==> config.mk <==
export PLATFORM = sky130hd
export DESIGN_NAME = dual_write_reg_file_flat
export DESIGN_NICKNAME = d
export VERILOG_FILES = /design/src/rtl/dual_write_reg_file_if.sv /design/src/rtl/dual_write_reg_file.sv /design/src/flat_wrapper.sv
export SDC_FILE = /design/constraint.sdc
export NUM_CORES = 2
export LEC_CHECK = 0
export CAP_MARGIN = 25
export CORE_ASPECT_RATIO = 1.1
export CORE_MARGIN = 2
export CORE_UTILIZATION = 30
export CTS_CLUSTER_SIZE = 28
export DETAILED_ROUTE_END_ITERATION = 16
export MAX_ROUTING_LAYER = met4
export PLACE_DENSITY = 0.44
export SYNTH_ARGS = -nofsm -noshare
export SYNTH_HDL_FRONTEND = slang
export SYNTH_SLANG_ARGS = --single-unit
==> constraint.sdc <==
create_clock -name Clk -period 2.9 [get_ports Clk]
set_clock_uncertainty 0.2 [all_clocks]
set_input_delay 0.58 -clock Clk [delete_from_list [all_inputs] [get_ports Clk]]
set_output_delay 0.58 -clock Clk [all_outputs]
set_load 0.02 [all_outputs]
==> src/rtl/dual_write_reg_file_if.sv <==
// Two-write/two-read register-file bus between the issue logic (master) and
// the register file (slave).
interface dual_write_reg_file_if #(
    parameter int unsigned DATA_W = 32,
    parameter int unsigned ADDR_W = 5,
    parameter int unsigned CNT_W  = 8
);
    logic [ADDR_W-1:0] ReadRegister1;
    logic [ADDR_W-1:0] ReadRegister2;
    logic              ReadEn1;
    logic              ReadEn2;
    logic [ADDR_W-1:0] WriteRegister1;
    logic [ADDR_W-1:0] WriteRegister2;
    logic [DATA_W-1:0] WriteData1;
    logic [DATA_W-1:0] WriteData2;
    logic              RegWrite1;
    logic              RegWrite2;
    logic [DATA_W-1:0] ReadData1;
    logic [DATA_W-1:0] ReadData2;
    logic              ReadValid1;
    logic              ReadValid2;
    logic              WriteCollision;
    logic [CNT_W-1:0]  CollisionCount;

    modport master (
        output ReadRegister1, ReadRegister2, ReadEn1, ReadEn2,
               WriteRegister1, WriteRegister2, WriteData1, WriteData2,
               RegWrite1, RegWrite2,
        input  ReadData1, ReadData2, ReadValid1, ReadValid2,
               WriteCollision, CollisionCount
    );

    modport slave (
        input  ReadRegister1, ReadRegister2, ReadEn1, ReadEn2,
               WriteRegister1, WriteRegister2, WriteData1, WriteData2,
               RegWrite1, RegWrite2,
        output ReadData1, ReadData2, ReadValid1, ReadValid2,
               WriteCollision, CollisionCount
    );
endinterface

==> src/rtl/dual_write_reg_file.sv <==
// Dual-write/dual-read register file with registered reads, port-2-wins collision
// handling and a saturating collision counter. Optional: REGFILE_WRITE_BYPASS_EN.
module dual_write_reg_file #(
    parameter int unsigned DATA_W    = 32,
    parameter int unsigned ADDR_W    = 5,
    parameter int unsigned CNT_W     = 8,
    parameter bit          ZERO_HARD = 1'b0
) (
    input logic                  Clk,
    input logic                  Rst_n,
    dual_write_reg_file_if.slave bus
);
    localparam int unsigned DEPTH = 2 ** ADDR_W;

    logic [DATA_W-1:0] mem [DEPTH];
    logic              wrEn1;
    logic              wrEn2;
    logic              collision;
    logic [DATA_W-1:0] rdNext1;
    logic [DATA_W-1:0] rdNext2;

    // Effective write enables: a hardwired register 0 swallows writes, so it can
    // neither collide nor be bypassed.
    always_comb begin
        wrEn1 = bus.RegWrite1;
        wrEn2 = bus.RegWrite2;
        if (ZERO_HARD && (bus.WriteRegister1 == '0)) wrEn1 = 1'b0;
        if (ZERO_HARD && (bus.WriteRegister2 == '0)) wrEn2 = 1'b0;
        collision = wrEn1 && wrEn2 && (bus.WriteRegister1 == bus.WriteRegister2);
    end

    // Read data selection; port 2 takes precedence in the bypass path as in storage.
    always_comb begin
        rdNext1 = (ZERO_HARD && (bus.ReadRegister1 == '0)) ? '0 : mem[bus.ReadRegister1];
        rdNext2 = (ZERO_HARD && (bus.ReadRegister2 == '0)) ? '0 : mem[bus.ReadRegister2];
`ifdef REGFILE_WRITE_BYPASS_EN
        if (wrEn2 && (bus.WriteRegister2 == bus.ReadRegister1)) rdNext1 = bus.WriteData2;
        else if (wrEn1 && (bus.WriteRegister1 == bus.ReadRegister1)) rdNext1 = bus.WriteData1;
        if (wrEn2 && (bus.WriteRegister2 == bus.ReadRegister2)) rdNext2 = bus.WriteData2;
        else if (wrEn1 && (bus.WriteRegister1 == bus.ReadRegister2)) rdNext2 = bus.WriteData1;
`endif
    end

    // Storage; the later port-2 assignment wins on a same-address collision.
    always_ff @(posedge Clk or negedge Rst_n) begin
        if (!Rst_n) begin
            for (int i = 0; i < DEPTH; i++) mem[i] <= '0;
        end else begin
            if (wrEn1) mem[bus.WriteRegister1] <= bus.WriteData1;
            if (wrEn2) mem[bus.WriteRegister2] <= bus.WriteData2;
        end
    end

    // Registered read ports; data holds when not enabled.
    always_ff @(posedge Clk or negedge Rst_n) begin
        if (!Rst_n) begin
            bus.ReadData1  <= '0;
            bus.ReadData2  <= '0;
            bus.ReadValid1 <= 1'b0;
            bus.ReadValid2 <= 1'b0;
        end else begin
            bus.ReadValid1 <= bus.ReadEn1;
            bus.ReadValid2 <= bus.ReadEn2;
            if (bus.ReadEn1) bus.ReadData1 <= rdNext1;
            if (bus.ReadEn2) bus.ReadData2 <= rdNext2;
        end
    end

    // Collision pulse and saturating counter.
    always_ff @(posedge Clk or negedge Rst_n) begin
        if (!Rst_n) begin
            bus.WriteCollision <= 1'b0;
            bus.CollisionCount <= '0;
        end else begin
            bus.WriteCollision <= collision;
            if (collision && (bus.CollisionCount != '1))
                bus.CollisionCount <= bus.CollisionCount + CNT_W'(1);
        end
    end
endmodule

==> src/flat_wrapper.sv <==
// flat-port wrapper written by rule: the top's interface ports become plain ports
module dual_write_reg_file_flat 
#(
    parameter int unsigned DATA_W    = 32,
    parameter int unsigned ADDR_W    = 5,
    parameter int unsigned CNT_W     = 8,
    parameter bit          ZERO_HARD = 1'b0
)
  (Clk, Rst_n, bus_ReadRegister1, bus_ReadRegister2, bus_ReadEn1, bus_ReadEn2, bus_WriteRegister1, bus_WriteRegister2, bus_WriteData1, bus_WriteData2, bus_RegWrite1, bus_RegWrite2, bus_ReadData1, bus_ReadData2, bus_ReadValid1, bus_ReadValid2, bus_WriteCollision, bus_CollisionCount);
  dual_write_reg_file_if #(.DATA_W(DATA_W), .ADDR_W(ADDR_W), .CNT_W(CNT_W)) bus_i ();
  input logic Clk;
  input logic Rst_n;
  input wire logic [$bits(bus_i.ReadRegister1)-1:0] bus_ReadRegister1;
  input wire logic [$bits(bus_i.ReadRegister2)-1:0] bus_ReadRegister2;
  input wire logic [$bits(bus_i.ReadEn1)-1:0] bus_ReadEn1;
  input wire logic [$bits(bus_i.ReadEn2)-1:0] bus_ReadEn2;
  input wire logic [$bits(bus_i.WriteRegister1)-1:0] bus_WriteRegister1;
  input wire logic [$bits(bus_i.WriteRegister2)-1:0] bus_WriteRegister2;
  input wire logic [$bits(bus_i.WriteData1)-1:0] bus_WriteData1;
  input wire logic [$bits(bus_i.WriteData2)-1:0] bus_WriteData2;
  input wire logic [$bits(bus_i.RegWrite1)-1:0] bus_RegWrite1;
  input wire logic [$bits(bus_i.RegWrite2)-1:0] bus_RegWrite2;
  output wire logic [$bits(bus_i.ReadData1)-1:0] bus_ReadData1;
  output wire logic [$bits(bus_i.ReadData2)-1:0] bus_ReadData2;
  output wire logic [$bits(bus_i.ReadValid1)-1:0] bus_ReadValid1;
  output wire logic [$bits(bus_i.ReadValid2)-1:0] bus_ReadValid2;
  output wire logic [$bits(bus_i.WriteCollision)-1:0] bus_WriteCollision;
  output wire logic [$bits(bus_i.CollisionCount)-1:0] bus_CollisionCount;
  assign bus_i.ReadRegister1 = bus_ReadRegister1;
  assign bus_i.ReadRegister2 = bus_ReadRegister2;
  assign bus_i.ReadEn1 = bus_ReadEn1;
  assign bus_i.ReadEn2 = bus_ReadEn2;
  assign bus_i.WriteRegister1 = bus_WriteRegister1;
  assign bus_i.WriteRegister2 = bus_WriteRegister2;
  assign bus_i.WriteData1 = bus_WriteData1;
  assign bus_i.WriteData2 = bus_WriteData2;
  assign bus_i.RegWrite1 = bus_RegWrite1;
  assign bus_i.RegWrite2 = bus_RegWrite2;
  assign bus_ReadData1 = bus_i.ReadData1;
  assign bus_ReadData2 = bus_i.ReadData2;
  assign bus_ReadValid1 = bus_i.ReadValid1;
  assign bus_ReadValid2 = bus_i.ReadValid2;
  assign bus_WriteCollision = bus_i.WriteCollision;
  assign bus_CollisionCount = bus_i.CollisionCount;
  dual_write_reg_file #(.DATA_W(DATA_W), .ADDR_W(ADDR_W), .CNT_W(CNT_W), .ZERO_HARD(ZERO_HARD)) u_core (.Clk(Clk), .Rst_n(Rst_n), .bus(bus_i));
endmodule
==> out/metrics.yaml <==
synth-async-reset-ratio_pct: 100
cts_buffer_depth: 3
synth_ff_type: "dfrtp_1"
dieWidth_um: 457
syn2layout_area_growth_pct: 23.1
min_period_ps: 2830
required_ps: 2120
io_buffers: 164
die_y_um: 502
status: "finished clean"
fin_total_pwr_w: 0.0551
crit_family: "buffers and inverters"
vias_per_cell: 5.58
grt_pass1_vias: 56272
period_share_pct: 97.5
netlist_area_mm2: 0.0677
io_pins: 165
clock_latency_ps: 790
maxSlewHeadroom_pct: 52.7
drive_gt1_share_pct: 14.5
yosysWarnings: 0
crit_start: "u_core.bus.ReadData1[23]$_DFFE_PN0P_"
crit_type: "flip-flop to output pin"
cp_cell_sequence: "clkdlybuf4s50_1"
hpwl_um: 207000
grt_pass1_wl_um: 449000
gp_congestion: 0.895
slowest_delay_ps: 690
rows: 182
grt.overflow.total: 0
ctsRootBufferMaster: "clkbuf_16"
crit_fanout: 2
power.density_mw_per_mm2: 661
postSynthCellCount: 6997
end_kind: "output pin"
cts_buffers: 145
syn_nets: 7088
core_area_mm2: 0.224
leakage_nw: 38.3
drc: 0
finalSetupViolCount: 0
final.fill_count: 22326
stdcell_count: 10283
htreeDepth: 4
grt_use_total_pct: 28.0
crit_arrival_ps: 2050
cp_slowest_cell: "clkdlybuf4s50_1"
layout.nets: 7319
path_buf_inv: 1
grt_max_degree: 86
cts_tree: "built"
cp-start-kind: "flip-flop"
r2r-start: "u_core.mem[212]$_DFF_PN0_"
slew_violations: 0
synthDistinctLibCells: 39
cts_resized: 0
start_util_pct: 30.2
dp.cells: 10022
path_clk_slew_ps: 60
synth_edf_count: 0
fmax_mhz: 354
wl_per_cell_um: 31.1
clock_sinks: 1099
hold_viol: 0
synth.avg_cell_area_um2: 9.68
rsz0062_at_grt: "no"
vias: 57390
first_pass_iters: 6
drtIter0Drc: 5807
worst_pin_slew_ps: 702
max_cap_violations: 0
route.antenna.remaining_nets: 0
ys_ff_latch: 1099
wirelength_um: 320000
antenna_found_initial: 4
seq_area_frac_synth_pct: 40.6
fp.dieArea_mm2: 0.230
ir_drop_mv: 0.676
hp-class: "input pin to asynchronous set/reset pin"
[cell usage after synthesis (24+ instances only)]
cell type / number / area share (%)
buf_2: 161 / 1.2
nor4_1: 64 / 0.59
mux2i_1: 2048 / 30
nand2_1: 553 / 3.1
a21oi_1: 768 / 5.7
buf_4: 105 / 1.2
o21ai_0: 441 / 3.3
a22oi_1: 512 / 5.7
dfrtp_1: 1099 / 41
buf_1: 24 / 0.13
nor2_1: 523 / 2.9
clkbuf_1: 458 / 2.5
mux2_2: 65 / 1.1
o21ai_1: 71 / 0.52
[timing repair]
action | in CTS | in global routing
hold buffers | 3 | 0
buffers inserted | 0 | 0
endpoints found under the hold margin | 397 | 0
[cells in the final DEF (no fill, tap or decap), types with 28 or more instances in the layout]
cell type        instances
nor4_1                  64
nand2_1                519
o21ai_0                441
a21oi_1                768
nor2_4                  30
mux2_2                  65
buf_12                 274
buf_4                  408
clkbuf_16              153
nand2_4                 34
clkbuf_8                37
clkbuf_1                28
mux2i_1               2048
a22oi_1                512
nor2_1                 517
dfrtp_1               1099
clkdlybuf4s50_1        159
o21ai_1                 71
[state kept, by name (all words and copies together) (netlist names)]
signal                     cells
u_core.bus.ReadValid1          1
u_core.bus.CollisionCount      8
u_core.bus.ReadData1          32
u_core.bus.WriteCollision      1
u_core.bus.ReadData2          32
u_core.bus.ReadValid2          1
u_core.mem                  1024
[through the flow]
| stage | cell area, um2 | setup WS [ps] | hold WS (ps) | TNS (ps) | utilization [%] |
|---|---|---|---|---|---|
| 2_1_floorplan | 67700 | 710 | 84.4 | 0 | - |
| 6_report | 83400 | 71.4 | 115 | 0 | 37.2 |
| 4_1_cts | 83400 | 70.9 | 74.7 | 0 | 37.2 |
| 5_1_grt | 83400 | 51.4 | 110 | 0 | 37.2 |
| 3_3_place_gp | 78500 | -460 | 288 | -11520 | 35.0 |
| 3_5_place_dp | 78500 | -489 | 304 | -15520 | 35.0 |
[final timing paths]
| path | to | slack, ps | cells past startpoint |
|---|---|---|---|
| min reg2reg | u_core.bus.CollisionCount[5]$_DFFE_PN0P_ | 300 | 1 |
| max in group asynchronous | u_core.mem[962]$_DFF_PN0_ | 1370 | 4 |
| max reg2reg | u_core.bus.ReadData2[20]$_DFFE_PN0P_ | 880 | 6 |
| min | u_core.mem[694]$_DFF_PN0_ | 110 | 2 |
| max | bus_ReadData1[23] | 70 | 1 |
| min in group Clk | u_core.bus.CollisionCount[5]$_DFFE_PN0P_ | 300 | 1 |
[cells by family after synthesis]
| logic type | count (synthesis) | synth area share (%) |
|---|---|---|
| AO/OA/AOI/OAI | 1793 | 15.2 |
| XOR/XNOR | 12 | 0.155 |
| adder cells (fa/ha/maj) | 1 | 0.0185 |
| buffers and inverters | 763 | 5.27 |
| flip-flops | 1099 | 40.6 |
| multiplexers | 2113 | 31.4 |
| AND/OR/NAND/NOR | 1216 | 7.45 |
[layout make-up]
| class | count | area (um2) | share of cell area, % |
|---|---|---|---|
| multi-input combinational | 5135 | 37100 | 44.5 |
| sequential | 1099 | 27500 | 33.0 |
| timing repair buffer | 847 | 10200 | 12.3 |
| clock buffer | 218 | 4440 | 5.33 |
| tap | 2944 | 3680 | 4.42 |
| clock inverter | 38 | 410 | 0.492 |
| antenna | 2 | 5.00 | 0.00600 |
[routing by layer]
layer  share of wire (%)  track usage [%]  up-vias
met5                   0                -        -
met4                 4.5             11.3        0
met3                 4.9             3.31      593
met2                  47             44.7     2112
met1                  44             36.2    28960
li1                    -                -    25725
[where the power goes]
group	internal (W)	total, W	switching (W)
sequential	0.0194	0.0230	0.00362
clock	0.0112	0.0188	0.00754
combinational	0.00635	0.0133	0.00696
Note: power is estimated with default switching activity, not from simulation.
